$ cat config.mk
export PLATFORM = sky130hd
export DESIGN_NAME = seq_magnitude_comparator
export DESIGN_NICKNAME = d
export VERILOG_FILES = /design/src/rtl/seq_magnitude_comparator.sv
export SDC_FILE = /design/constraint.sdc
export NUM_CORES = 1
export LEC_CHECK = 0
export ABC_AREA = 1
export BUFFER_PORTS_ARGS = -buffer_cell sky130_fd_sc_hd__buf_2
export CORE_ASPECT_RATIO = 0.9
export CORE_MARGIN = 2
export CORE_UTILIZATION = 45
export CTS_CLUSTER_SIZE = 12
export DETAILED_ROUTE_END_ITERATION = 12
export HOLD_SLACK_MARGIN = 0.03
export PLACE_DENSITY = 0.67
export SYNTH_ARGS = -nofsm -noshare
export SYNTH_HDL_FRONTEND = slang
export SYNTH_SLANG_ARGS = --single-unit
$ cat constraint.sdc
create_clock -name clk -period 3.4 [get_ports clk]
set_input_delay 0.34 -clock clk [delete_from_list [all_inputs] [get_ports clk]]
set_output_delay 0.34 -clock clk [all_outputs]
set_load 0.02 [all_outputs]
$ cat src/rtl/seq_magnitude_comparator.sv
// ============================================================================
// Module  : seq_magnitude_comparator
// Brief   : Multi-cycle unsigned magnitude comparator, one 2-bit slice per clock,
//           scanned MSB-first. Optional macro SEQCMP_EARLY_EXIT_EN stops the scan
//           at the first differing slice.
// Revision: 1.0 - initial release
// ============================================================================
`timescale 1ns/1ps
`default_nettype none

module seq_magnitude_comparator #(
  parameter int WIDTH = 8
) (
  input  logic                            clk,
  input  logic                            rst,
  input  logic                            start,
  input  logic [WIDTH-1:0]                a,
  input  logic [WIDTH-1:0]                b,
  output logic                            busy,
  output logic                            done,
  output logic                            a_gt_b,
  output logic                            a_eq_b,
  output logic                            a_lt_b,
  output logic [$clog2(WIDTH/2+1)-1:0]    slices_used
);

  localparam int NSL   = WIDTH / 2;
  localparam int IDX_W = (NSL > 1) ? $clog2(NSL) : 1;
  localparam int CNT_W = $clog2(NSL + 1);

  typedef enum logic [0:0] {
    S_IDLE = 1'b0,
    S_SCAN = 1'b1
  } state_t;

  state_t             state_q, state_d;
  logic [WIDTH-1:0]   a_q, a_d;
  logic [WIDTH-1:0]   b_q, b_d;
  logic [IDX_W-1:0]   idx_q, idx_d;
  logic [CNT_W-1:0]   cnt_q, cnt_d;
  logic               busy_q, busy_d;
  logic               done_q, done_d;
  logic               gt_q, gt_d;
  logic               eq_q, eq_d;
  logic               lt_q, lt_d;
  logic [CNT_W-1:0]   used_q, used_d;
`ifndef SEQCMP_EARLY_EXIT_EN
  logic               hit_q, hit_d;
  logic               hit_gt_q, hit_gt_d;
`endif

  logic [1:0] a_s, b_s;
  logic       s_gt, s_lt;
  logic       fin_gt, fin_lt;
  logic       decide;

  // Current 2-bit slice; bit 2*idx+1 is the slice MSB.
  assign a_s  = a_q[{idx_q, 1'b0} +: 2];
  assign b_s  = b_q[{idx_q, 1'b0} +: 2];
  assign s_gt = (a_s > b_s);
  assign s_lt = (a_s < b_s);

`ifdef SEQCMP_EARLY_EXIT_EN
  assign fin_gt = s_gt;
  assign fin_lt = s_lt;
  assign decide = s_gt | s_lt | (idx_q == '0);
`else
  // A slice that already differed wins over everything below it.
  assign fin_gt = hit_q ? hit_gt_q  : s_gt;
  assign fin_lt = hit_q ? !hit_gt_q : s_lt;
  assign decide = (idx_q == '0);
`endif

  always_comb begin
    state_d = state_q;
    a_d     = a_q;
    b_d     = b_q;
    idx_d   = idx_q;
    cnt_d   = cnt_q;
    busy_d  = 1'b0;
    done_d  = 1'b0;
    gt_d    = gt_q;
    eq_d    = eq_q;
    lt_d    = lt_q;
    used_d  = used_q;
`ifndef SEQCMP_EARLY_EXIT_EN
    hit_d    = hit_q;
    hit_gt_d = hit_gt_q;
`endif
    case (state_q)
      S_IDLE: begin
        if (start) begin
          a_d     = a;
          b_d     = b;
          idx_d   = IDX_W'(NSL - 1);
          cnt_d   = '0;
`ifndef SEQCMP_EARLY_EXIT_EN
          hit_d    = 1'b0;
          hit_gt_d = 1'b0;
`endif
          busy_d  = 1'b1;
          state_d = S_SCAN;
        end
      end
      S_SCAN: begin
        busy_d = 1'b1;
        cnt_d  = cnt_q + CNT_W'(1);
        if (decide) begin
          gt_d    = fin_gt;
          lt_d    = fin_lt;
          eq_d    = !(fin_gt | fin_lt);
          used_d  = cnt_q + CNT_W'(1);
          done_d  = 1'b1;
          state_d = S_IDLE;
        end else begin
          idx_d = idx_q - IDX_W'(1);
`ifndef SEQCMP_EARLY_EXIT_EN
          if (!hit_q && (s_gt || s_lt)) begin
            hit_d    = 1'b1;
            hit_gt_d = s_gt;
          end
`endif
        end
      end
      default: state_d = S_IDLE;
    endcase
  end

  always_ff @(posedge clk) begin
    if (rst) begin
      state_q <= S_IDLE;
      a_q     <= '0;
      b_q     <= '0;
      idx_q   <= '0;
      cnt_q   <= '0;
      busy_q  <= 1'b0;
      done_q  <= 1'b0;
      gt_q    <= 1'b0;
      eq_q    <= 1'b0;
      lt_q    <= 1'b0;
      used_q  <= '0;
`ifndef SEQCMP_EARLY_EXIT_EN
      hit_q    <= 1'b0;
      hit_gt_q <= 1'b0;
`endif
    end else begin
      state_q <= state_d;
      a_q     <= a_d;
      b_q     <= b_d;
      idx_q   <= idx_d;
      cnt_q   <= cnt_d;
      busy_q  <= busy_d;
      done_q  <= done_d;
      gt_q    <= gt_d;
      eq_q    <= eq_d;
      lt_q    <= lt_d;
      used_q  <= used_d;
`ifndef SEQCMP_EARLY_EXIT_EN
      hit_q    <= hit_d;
      hit_gt_q <= hit_gt_d;
`endif
    end
  end

  assign busy        = busy_q;
  assign done        = done_q;
  assign a_gt_b      = gt_q;
  assign a_eq_b      = eq_q;
  assign a_lt_b      = lt_q;
  assign slices_used = used_q;

endmodule

`default_nettype wire

==> results of run 1 <==
[kinds of logic (layout without fill, tap and decap cells)]
kind of cell | Yosys count | in the layout | share of synthesized area
and+or+nand+nor | 79 | 79 | 0.236
AOI/OAI and AO/OA | 44 | 44 | 0.175
DFF | 32 | 32 | 0.479
buffers and inverters | 21 | 48 | 0.0673
adders and majority gates | 4 | 4 | 0.0374
xor gates and xnor gates | 1 | 1 | 0.00654
[sequential cells by signal, indices dropped and copies added (netlist names), 2 cells and up]
name / cells
b_q: 8
a_q: 8
cnt_q: 3
idx_q: 2
slices_used: 3
[layout by cell type, fill, tap and decap left out, drive strengths merged]
cell type  count
nand3          5
nand4          1
clkbuf         8
o21ai         29
o22a           2
nand2         20
ha             4
inv           14
dfxtp         32
o22ai          2
buf           26
a21oi         11
xor2           1
nor2          53
[per-layer routing]
| layer | wire length [um] | global-route usage | part of all wire | vias up |
|---|---|---|---|---|
| met5 | 0 | 0 | 0 | - |
| met3 | 131 | 0.0698 | 0.047 | 5 |
| met2 | 1250 | 0.266 | 0.45 | 23 |
| met1 | 1370 | 0.246 | 0.49 | 546 |
| met4 | 44 | 0.103 | 0.016 | 0 |
| li1 | - | - | - | 639 |
[final timing paths]
kind,startpoint,endpoint
hold / removal,a[7],a_q[7]
hold reg to reg,a_eq_b,a_eq_b
setup reg to reg,idx_q[0],hit_gt_q
setup / recovery,idx_q[0],hit_gt_q
[through the flow]
stage	setup slack, ns	power (uW)	instance area (um2)	utilization
after floorplan	1.74	557	1340	-
after global placement	1.71	594	1480	0.530
after detailed placement	1.61	600	1480	0.530
after CTS	1.60	822	1540	0.552
after global routing	1.38	872	1540	0.552
final	1.59	815	1540	0.552
[tightest hold or removal path: cells and delay by family]
kind	cells	cell delay (ns)
and+or+nand+nor	2	0.11
buffers and inverters	1	0.07
[power breakdown]
part / internal (uW) / switching (uW)
Clock: 102 / 121
Combinational: 60.2 / 101
Sequential: 407 / 23.5
[final cells by class]
| type | instances | area [um2] |
|---|---|---|
| Tap cell | 40 | 50.0 |
| Fill cell | 299 | 1250 |
| Timing Repair Buffer | 26 | 130 |
| Sequential cell | 32 | 641 |
| Clock buffer | 8 | 58.8 |
| Multi-Input combinational cell | 128 | 608 |
| Inverter | 14 | 52.6 |
==> results.yml, run 1 <==
status:
  status: "completed"
synthesis:
  synth_top_cells_by_count: "52 x nor2_1, 32 x dfxtp_1, 29 x o21ai_0"
  ys_seq_elements: 32
  yosysTopAreaCell: "dfxtp_1"
  netlist_top_cells_area: "dfxtp_1 48%, nor2_1 15%, o21ai_0 11%"
  syn-cell-area_um2: 1340
  syn_inst: 181
  ys_async_sr_fraction: 0
  synth_top_cell_area_share: 0.479
  seq_area_frac_synth: 0.479
  avgSynthCellArea_um2: 7.40
  ys_types: 20
  syn-num-nets: 204
  yosysMostFrequentCell: "nor2_1"
  yosysWarnings: 0
  synth_edf_count: 0
  synthFlopType: "dfxtp_1"
placed_design:
  globalplace.congestion: 0.915
  io_buffers: 26
  dp_hpwl_um: 2060
  place_inst: 240
setup_path:
  setup.worst_path.class: "reg2reg"
  critPathTopFamily: "flip-flops"
  crit_path_start_kind: "flop"
  cp_max_fo: 11
  crit_buf_inv: 1
  cp.arrival_ns: 2.03
  max_stage_delay_ns: 0.46
  path_cells: "inv_1, o21ai_0, o22a_1, ha_1, nand2_1, nand2_1, nand2_1, nand2_1, nand2_1, a21oi_1"
  ff2ff_path_depth: 10
  slowest_stage: "dfxtp_1"
  cp_data_required_time_ns: 3.62
  cp.depth: 10
  endpoint_kind: "flop"
  crit_top_cell: "nand2_1"
  r2r_setup_slack_ns: 1.59
route:
  drc_errors: 0
  first_pass_iters: 4
  num_vias: 1213
  routed_wl_um: 2800
  viasPerCell: 4.89
  avgRoutedWirePerCell_um: 11.3
  drt_iter0_drc: 33
  postRouteAntennaNets: 0
floorplanning:
  die_height_um: 55.7
  coreArea_um2: 2790
  io_pins: 27
  die_x_um: 61.5
  start_util: 0.479
  num_rows: 18
  die-area_um2: 3430
sta:
  final.period_utilization: 0.532
  worst_slew_pin_slew_ns: 0.523
  fmax_mhz: 552
  finalHoldViolations: 0
  rsz0062_at_grt: "no"
  final.setup.tns_ns: 0
  maxSlewViolCount: 0
  hold_ws_ns: 0.225
  fin_skew_ns: 0.00487
  setup_viol: 0
  slew-limit-headroom: 0.651
  fin_crit_ns: 1.81
layout:
  syn2layout_area_growth_pct: 15.0
  drive_above_1_share: 0.173
  final_cell_count_no_fill: 248
  fin_nets: 230
  n_antenna_cell: 0
cts:
  ctsHtreeMaxLevel: 2
  post_cts_resized: 0
  clock_path_buffers: 2
  cts_hold_buf: 0
  numClockSinks: 32
  clk_pin_slew_ns: 0.09
  cts-root-buf: "clkbuf_4"
  clk_latency_ns: 0.33
  cts_tree: "built"
  cts_inserted_buffers: 5
  post-cts-setup-buffers: 0
power_and_ir_drop:
  ir_worst_vdd_mv: 0.324
  p_leak_uw: 0.000729
  powerDensity_nw_per_um2: 529
flow_run:
  drv_cap: 0
grt:
  grt_overflow_total: 0
  antenna_found_initial: 0
  grt_max_degree: 23
  first_global_vias: 1153
  grt_usage: 0.190
  grt_pass1_wl_um: 4910
worst_hold_path:
  hp-class: "in2reg"
  holdPathStages: 3
Power figures use the tool's default switching activity.
==> inputs of run 2 (changes only) <==
--- a/config.mk
+++ b/config.mk
@@ -13,7 +13,7 @@
 export CTS_CLUSTER_SIZE = 12
 export DETAILED_ROUTE_END_ITERATION = 12
 export HOLD_SLACK_MARGIN = 0.03
-export PLACE_DENSITY = 0.67
+export PLACE_DENSITY = 0.7
 export SYNTH_ARGS = -nofsm -noshare
 export SYNTH_HDL_FRONTEND = slang
 export SYNTH_SLANG_ARGS = --single-unit
==> constraint.sdc (replaced) <==
create_clock -name clk -period 1.55 [get_ports clk]
set_input_delay 0.155 -clock clk [delete_from_list [all_inputs] [get_ports clk]]
set_output_delay 0.155 -clock clk [all_outputs]
set_load 0.02 [all_outputs]
==> run 2 against run 1 <==
  * The flow now finishes with violations (setup timing)
  * Global-route usage grew 0.56 points
  * Utilization rose by 7.1 points
  * Sequential power increased by 120%
  * Worst hold slack lost 0.20 ns
  * Die area did not move
  * Critical path depth did not move
  * Largest cell class is now multi-input combinational cells
==> results.yml, run 2 (synthesis gave the netlist of run 1 again) <==
sta:
  fmax_mhz: 623
  final.period_utilization: 1.04
  slew-limit-headroom: 0.633
  hold_ws_ns: 0.0270
  finalHoldViolations: 0
  rsz0062_at_grt: "yes"
  fin_ws_ns: -0.0552
  fin_crit_ns: 1.61
  maxSlewViolCount: 0
  worst_slew_pin_slew_ns: 0.550
  setup_viol: 3
  fin_skew_ns: 0.0102
route:
  wl_met3_um: 201
  drt_iter0_drc: 78
  postRouteAntennaNets: 0
  top_layer_used: "met4"
  routed_wl_um: 3100
  viasPerCell: 5.09
  drc_errors: 0
  dr_wl_met2_um: 1460
  num_vias: 1313
  first_pass_iters: 5
  routedLengthMet1_um: 1370
  avgRoutedWirePerCell_um: 12.0
layout:
  n_fill_cell: 274
  final_cell_area_um2: 1740
  final_cell_count_no_fill: 258
  n_antenna_cell: 0
  final_cell_mix: "49 x nor2_1, 30 x dfxtp_1, 26 x buf_2"
  fin_nets: 240
  syn2layout_area_growth_pct: 29.9
  drive_above_1_share: 0.298
  final_common_cell: "nor2_1"
  largest_registers: "a_q x8, b_q x8"
cts:
  cts_inserted_buffers: 5
  ctsHtreeMaxLevel: 2
  cts-root-buf: "clkbuf_4"
  cts_tree: "built"
  clk_latency_ns: 0.35
  numClockSinks: 32
  clock_path_buffers: 2
  clk_pin_slew_ns: 0.09
flow_run:
  drv_cap: 0
placed_design:
  preCtsSetupSlack_ns: -0.138
  dp_hpwl_um: 2110
  globalplace.congestion: 0.901
  io_buffers: 26
  dpl_cell_area_um2: 1510
  place_inst: 243
floorplanning:
  coreArea_um2: 2790
  die-area_um2: 3430
  die_x_um: 61.5
  num_rows: 18
  start_util: 0.479
  die_height_um: 55.7
  io_pins: 27
setup_path:
  setup.worst_path.class: "reg2reg"
  cp_data_required_time_ns: 1.83
  cp.arrival_ns: 1.89
  crit_path_start_kind: "flop"
  cp_max_fo: 6
  endpoint_kind: "flop"
power_and_ir_drop:
  combinationalPowerShare: 0.275
  p_sw_uw: 646
  p_clk_frac: 0.248
  seqPwrFrac: 0.477
  powerDensity_nw_per_um2: 1150
  p_sw_frac: 0.323
  ir_worst_vdd_mv: 0.630
  p_leak_uw: 0.000801
  internal-power_uw: 1350
worst_hold_path:
  hp-class: "in2reg"
status:
  violations: "setup timing"
  status: "finished, violations left"
grt:
  grt_overflow_total: 0
  grt_pass1_wl_um: 4970
  grt_max_degree: 23
  grt_usage: 0.195
  antenna_found_initial: 0
  first_global_vias: 1161
## run 2: metrics by stage
step | util | total power (uW) | setup TNS (ns)
final | 0.623 | 2000 | -0.0868
after global routing | 0.623 | 2130 | -0.306
after CTS | 0.574 | 1860 | 0
after detailed placement | 0.539 | 1340 | -0.460
after global placement | 0.539 | 1320 | 0
after floorplan | - | 1240 | -0.0141
## run 2: layer usage
layer | up-vias | track usage
li1 | 659 | -
met2 | 48 | 0.281
met3 | 8 | 0.0698
met4 | 0 | 0.100
met5 | - | 0
met1 | 598 | 0.251
## run 2: final cells by class
| type | instances | area (um2) | share of cell area |
|---|---|---|---|
| clock buffer | 8 | 58.8 | 0.0338 |
| inverter | 14 | 60.1 | 0.0345 |
| multi-input combinational | 128 | 708 | 0.407 |
| sequential | 32 | 648 | 0.373 |
| tap | 40 | 50.0 | 0.0288 |
| timing repair buffer | 35 | 209 | 0.120 |
| timing repair inverter | 1 | 5.00 | 0.00288 |
## run 2: power by group through the flow
| stage | Clock, uW | Sequential [uW] | Combinational, uW |
|---|---|---|---|
| after floorplan | 0 | 963 | 273 |
| after global placement | 0 | 958 | 359 |
| after detailed placement | 0 | 961 | 379 |
| after CTS | 502 | 946 | 408 |
| after global routing | 558 | 961 | 610 |
| final | 496 | 954 | 551 |
## run 2: worst max-delay path, stage by stage, from the launching register on
cell	delay, ns
dfxtp_4	0.41
clkinv_2	0.10
nor2_1	0.14
o22ai_2	0.13
ha_4	0.31
nand2_4	0.06
nand2_4	0.08
nand2_2	0.06
nand2_2	0.06
nand2_2	0.06
a21oi_2	0.12
## run 2: repair_timing
item,4_1_cts,5_1_grt
gates cloned,0,1
pin swaps,0,11
setup buffers,0,3
setup endpoints to repair,5,5
hold buffers,1,2
endpoints found under the hold margin,1,2
resized for setup,9,30
## run 2: worst paths after layout
kind                                startpoint  depth (start not counted)  slack, ns             end
worst max-delay path                  idx_q[0]                         10      -0.06        hit_gt_q
worst min-delay path                      b[4]                          3       0.03          b_q[4]
worst max register to register        idx_q[0]                         10      -0.06        hit_gt_q
worst min register to register  slices_used[1]                          2       0.47  slices_used[1]
==> inputs of run 3 (changes only) <==
--- a/config.mk
+++ b/config.mk
@@ -8,7 +8,6 @@
 export ABC_AREA = 1
 export BUFFER_PORTS_ARGS = -buffer_cell sky130_fd_sc_hd__buf_2
 export CORE_ASPECT_RATIO = 0.9
-export CORE_MARGIN = 2
 export CORE_UTILIZATION = 45
 export CTS_CLUSTER_SIZE = 12
 export DETAILED_ROUTE_END_ITERATION = 12
==> constraint.sdc (replaced) <==
create_clock -name clk -period 1.3 [get_ports clk]
set_input_delay 0.13 -clock clk [delete_from_list [all_inputs] [get_ports clk]]
set_output_delay 0.13 -clock clk [all_outputs]
set_load 0.02 [all_outputs]
==> run 3 against run 2 <==
  * The flow still finishes with violations (setup timing)
  * Clock power increased by 68%
  * Final cell count rose by 5.0%
  * Critical path type unchanged
  * Wire length fell by 2.4%
  * Clock skew rose by 0.0028 ns
  * Setup slack worse by 0.19 ns
  * Highest routed layer unchanged
  * Register-to-register slack got worse by 0.19 ns
  * Worst hold slack better by 0.0066 ns
  * Combinational power grew 8.5%
  * Sequential power grew 18%
  * Critical path depth is the same
  * Largest cell class unchanged
  * Non-clock buffer count grew 14
  * Largest power group unchanged
==> results.yml, run 3 (synthesis gave the netlist of run 1 again) <==
grt:
  grt_overflow_total: 0
  antenna_found_initial: 0
  grt_pass1_wl_um: 5040
  grt_max_degree: 18
  first_global_vias: 1235
  grt_usage: 0.214
power_and_ir_drop:
  p_leak_uw: 0.000861
  powerDensity_nw_per_um2: 1370
  ir_worst_vdd_mv: 1.01
sta:
  rsz0062_at_grt: "yes"
  maxSlewViolCount: 0
  fin_ws_ns: -0.241
  setup_viol: 7
  final.period_utilization: 1.19
  finalHoldViolations: 0
  fmax_mhz: 649
  slew-limit-headroom: 0.797
  fin_crit_ns: 1.54
  fin_skew_ns: 0.0130
  worst_slew_pin_slew_ns: 0.305
route:
  avgRoutedWirePerCell_um: 11.2
  drc_errors: 0
  postRouteAntennaNets: 0
  drt_iter0_drc: 42
  first_pass_iters: 4
  viasPerCell: 4.95
  num_vias: 1342
  routed_wl_um: 3030
cts:
  ctsHtreeMaxLevel: 2
  clk_latency_ns: 0.34
  clock_path_buffers: 2
  cts-root-buf: "clkbuf_4"
  clk_pin_slew_ns: 0.10
  cts_tree: "built"
  numClockSinks: 32
  cts_inserted_buffers: 5
layout:
  syn2layout_area_growth_pct: 39.7
  final_common_cell: "nor2_1"
  largest_registers: "a_q x8, b_q x8"
  final_cell_area_um2: 1870
  drive_above_1_share: 0.290
  fin_nets: 253
  final_cell_mix: "49 x nor2_1, 29 x dfxtp_1, 26 x buf_2"
  n_antenna_cell: 0
  n_fill_cell: 252
flow_run:
  drv_cap: 0
floorplanning:
  die-area_um2: 3200
  num_rows: 18
  io_pins: 27
  die_x_um: 59.5
  coreArea_um2: 2790
  die_height_um: 53.7
  start_util: 0.479
placed_design:
  io_buffers: 26
  globalplace.congestion: 0.820
  preCtsSetupSlack_ns: -0.346
  dpl_cell_area_um2: 1550
  dp_hpwl_um: 2050
status:
  violations: "setup timing"
  status: "finished, violations left"
setup_path:
  crit_top_cell: "nand2_1"
  endpoint_kind: "flop"
  crit_path_start_kind: "flop"
  cp_data_required_time_ns: 1.56
  cp_max_fo: 9
  slowest_stage: "dfxtp_4"
  path_cells: "inv_6, nor2_1, o22ai_2, ha_4, nand2_2, nand2_4, nand2_1, nand2_1, nand2_1, a21oi_2"
  setup.worst_path.class: "reg2reg"
  max_stage_delay_ns: 0.42
  cp.arrival_ns: 1.80
worst_hold_path:
  hp-class: "in2reg"
## run 3: cell types whose count changed in the layout (fill, tap and decap cells not counted), moves of 2 or more
cell	change
buf_4	+4
clkbuf_1	-2
dlygate4sd3_1	+10
nand2_1	+2
nand2_4	-2
o21ai_1	+3
o21ai_2	-3
## run 3: per-layer routing
layer,vias up,routed length (um),global-route usage
met5,-,0,0
met4,0,62,0.120
met3,9,119,0.0529
met2,35,1490,0.354
met1,607,1360,0.256
li1,691,-,-
## run 3: worst paths after layout
| check | start | endpoint | slack, ns | depth (start not counted) |
|---|---|---|---|---|
| max | idx_q[0] | hit_gt_q | -0.24 | 10 |
| min | a[1] | a_q[1] | 0.03 | 3 |
| max reg2reg | idx_q[0] | hit_gt_q | -0.24 | 10 |
| min reg2reg | a_eq_b | a_eq_b | 0.47 | 2 |
## run 3: area by class of cell
cell class                      instances  area (um2)  area share
Clock buffer                            7        65.1      0.0348
Clock inverter                          1        30.0      0.0161
Inverter                               14        62.6      0.0334
Multi-Input combinational cell        128         674       0.361
Sequential cell                        32         649       0.347
Tap cell                               40        50.0      0.0268
Timing Repair Buffer                   49         339       0.181
## run 3: critical path, delay by kind of cell (launching register included)
kind / cells / cell delay [ns]
compound gates: 2 / 0.25
flops: 1 / 0.42
buf+inv: 1 / 0.06
simple gates: 6 / 0.45
fa+ha+maj: 1 / 0.28
## run 3: stage by stage
step / utilization / power, uW / instances / setup TNS, ns / hold WS (ns)
finish: 0.670 / 2570 / 271 / -0.991 / 0.0336
global route: 0.670 / 2720 / 271 / -1.90 / 0.0395
CTS: 0.646 / 2490 / 270 / -1.30 / 0.0302
detailed placement: 0.556 / 1610 / 249 / -2.14 / 0.359
global placement: 0.556 / 1590 / 249 / -1.33 / 0.351
floorplan: - / 1480 / 181 / -0.987 / 0.265
## run 3: repair_timing
action / in CTS / in global routing
hold buffers: 12 / 1
endpoints found under the setup margin: 12 / 11
buffers inserted: 1 / 0
pin swaps: 2 / 3
gates resized for setup: 13 / 19
hold endpoints to repair: 12 / 1
## run 3: where the power goes
part / internal, uW / switching [uW] / total [uW]
clock network: 510 / 325 / 835
registers: 1070 / 67.9 / 1130
logic: 264 / 334 / 598
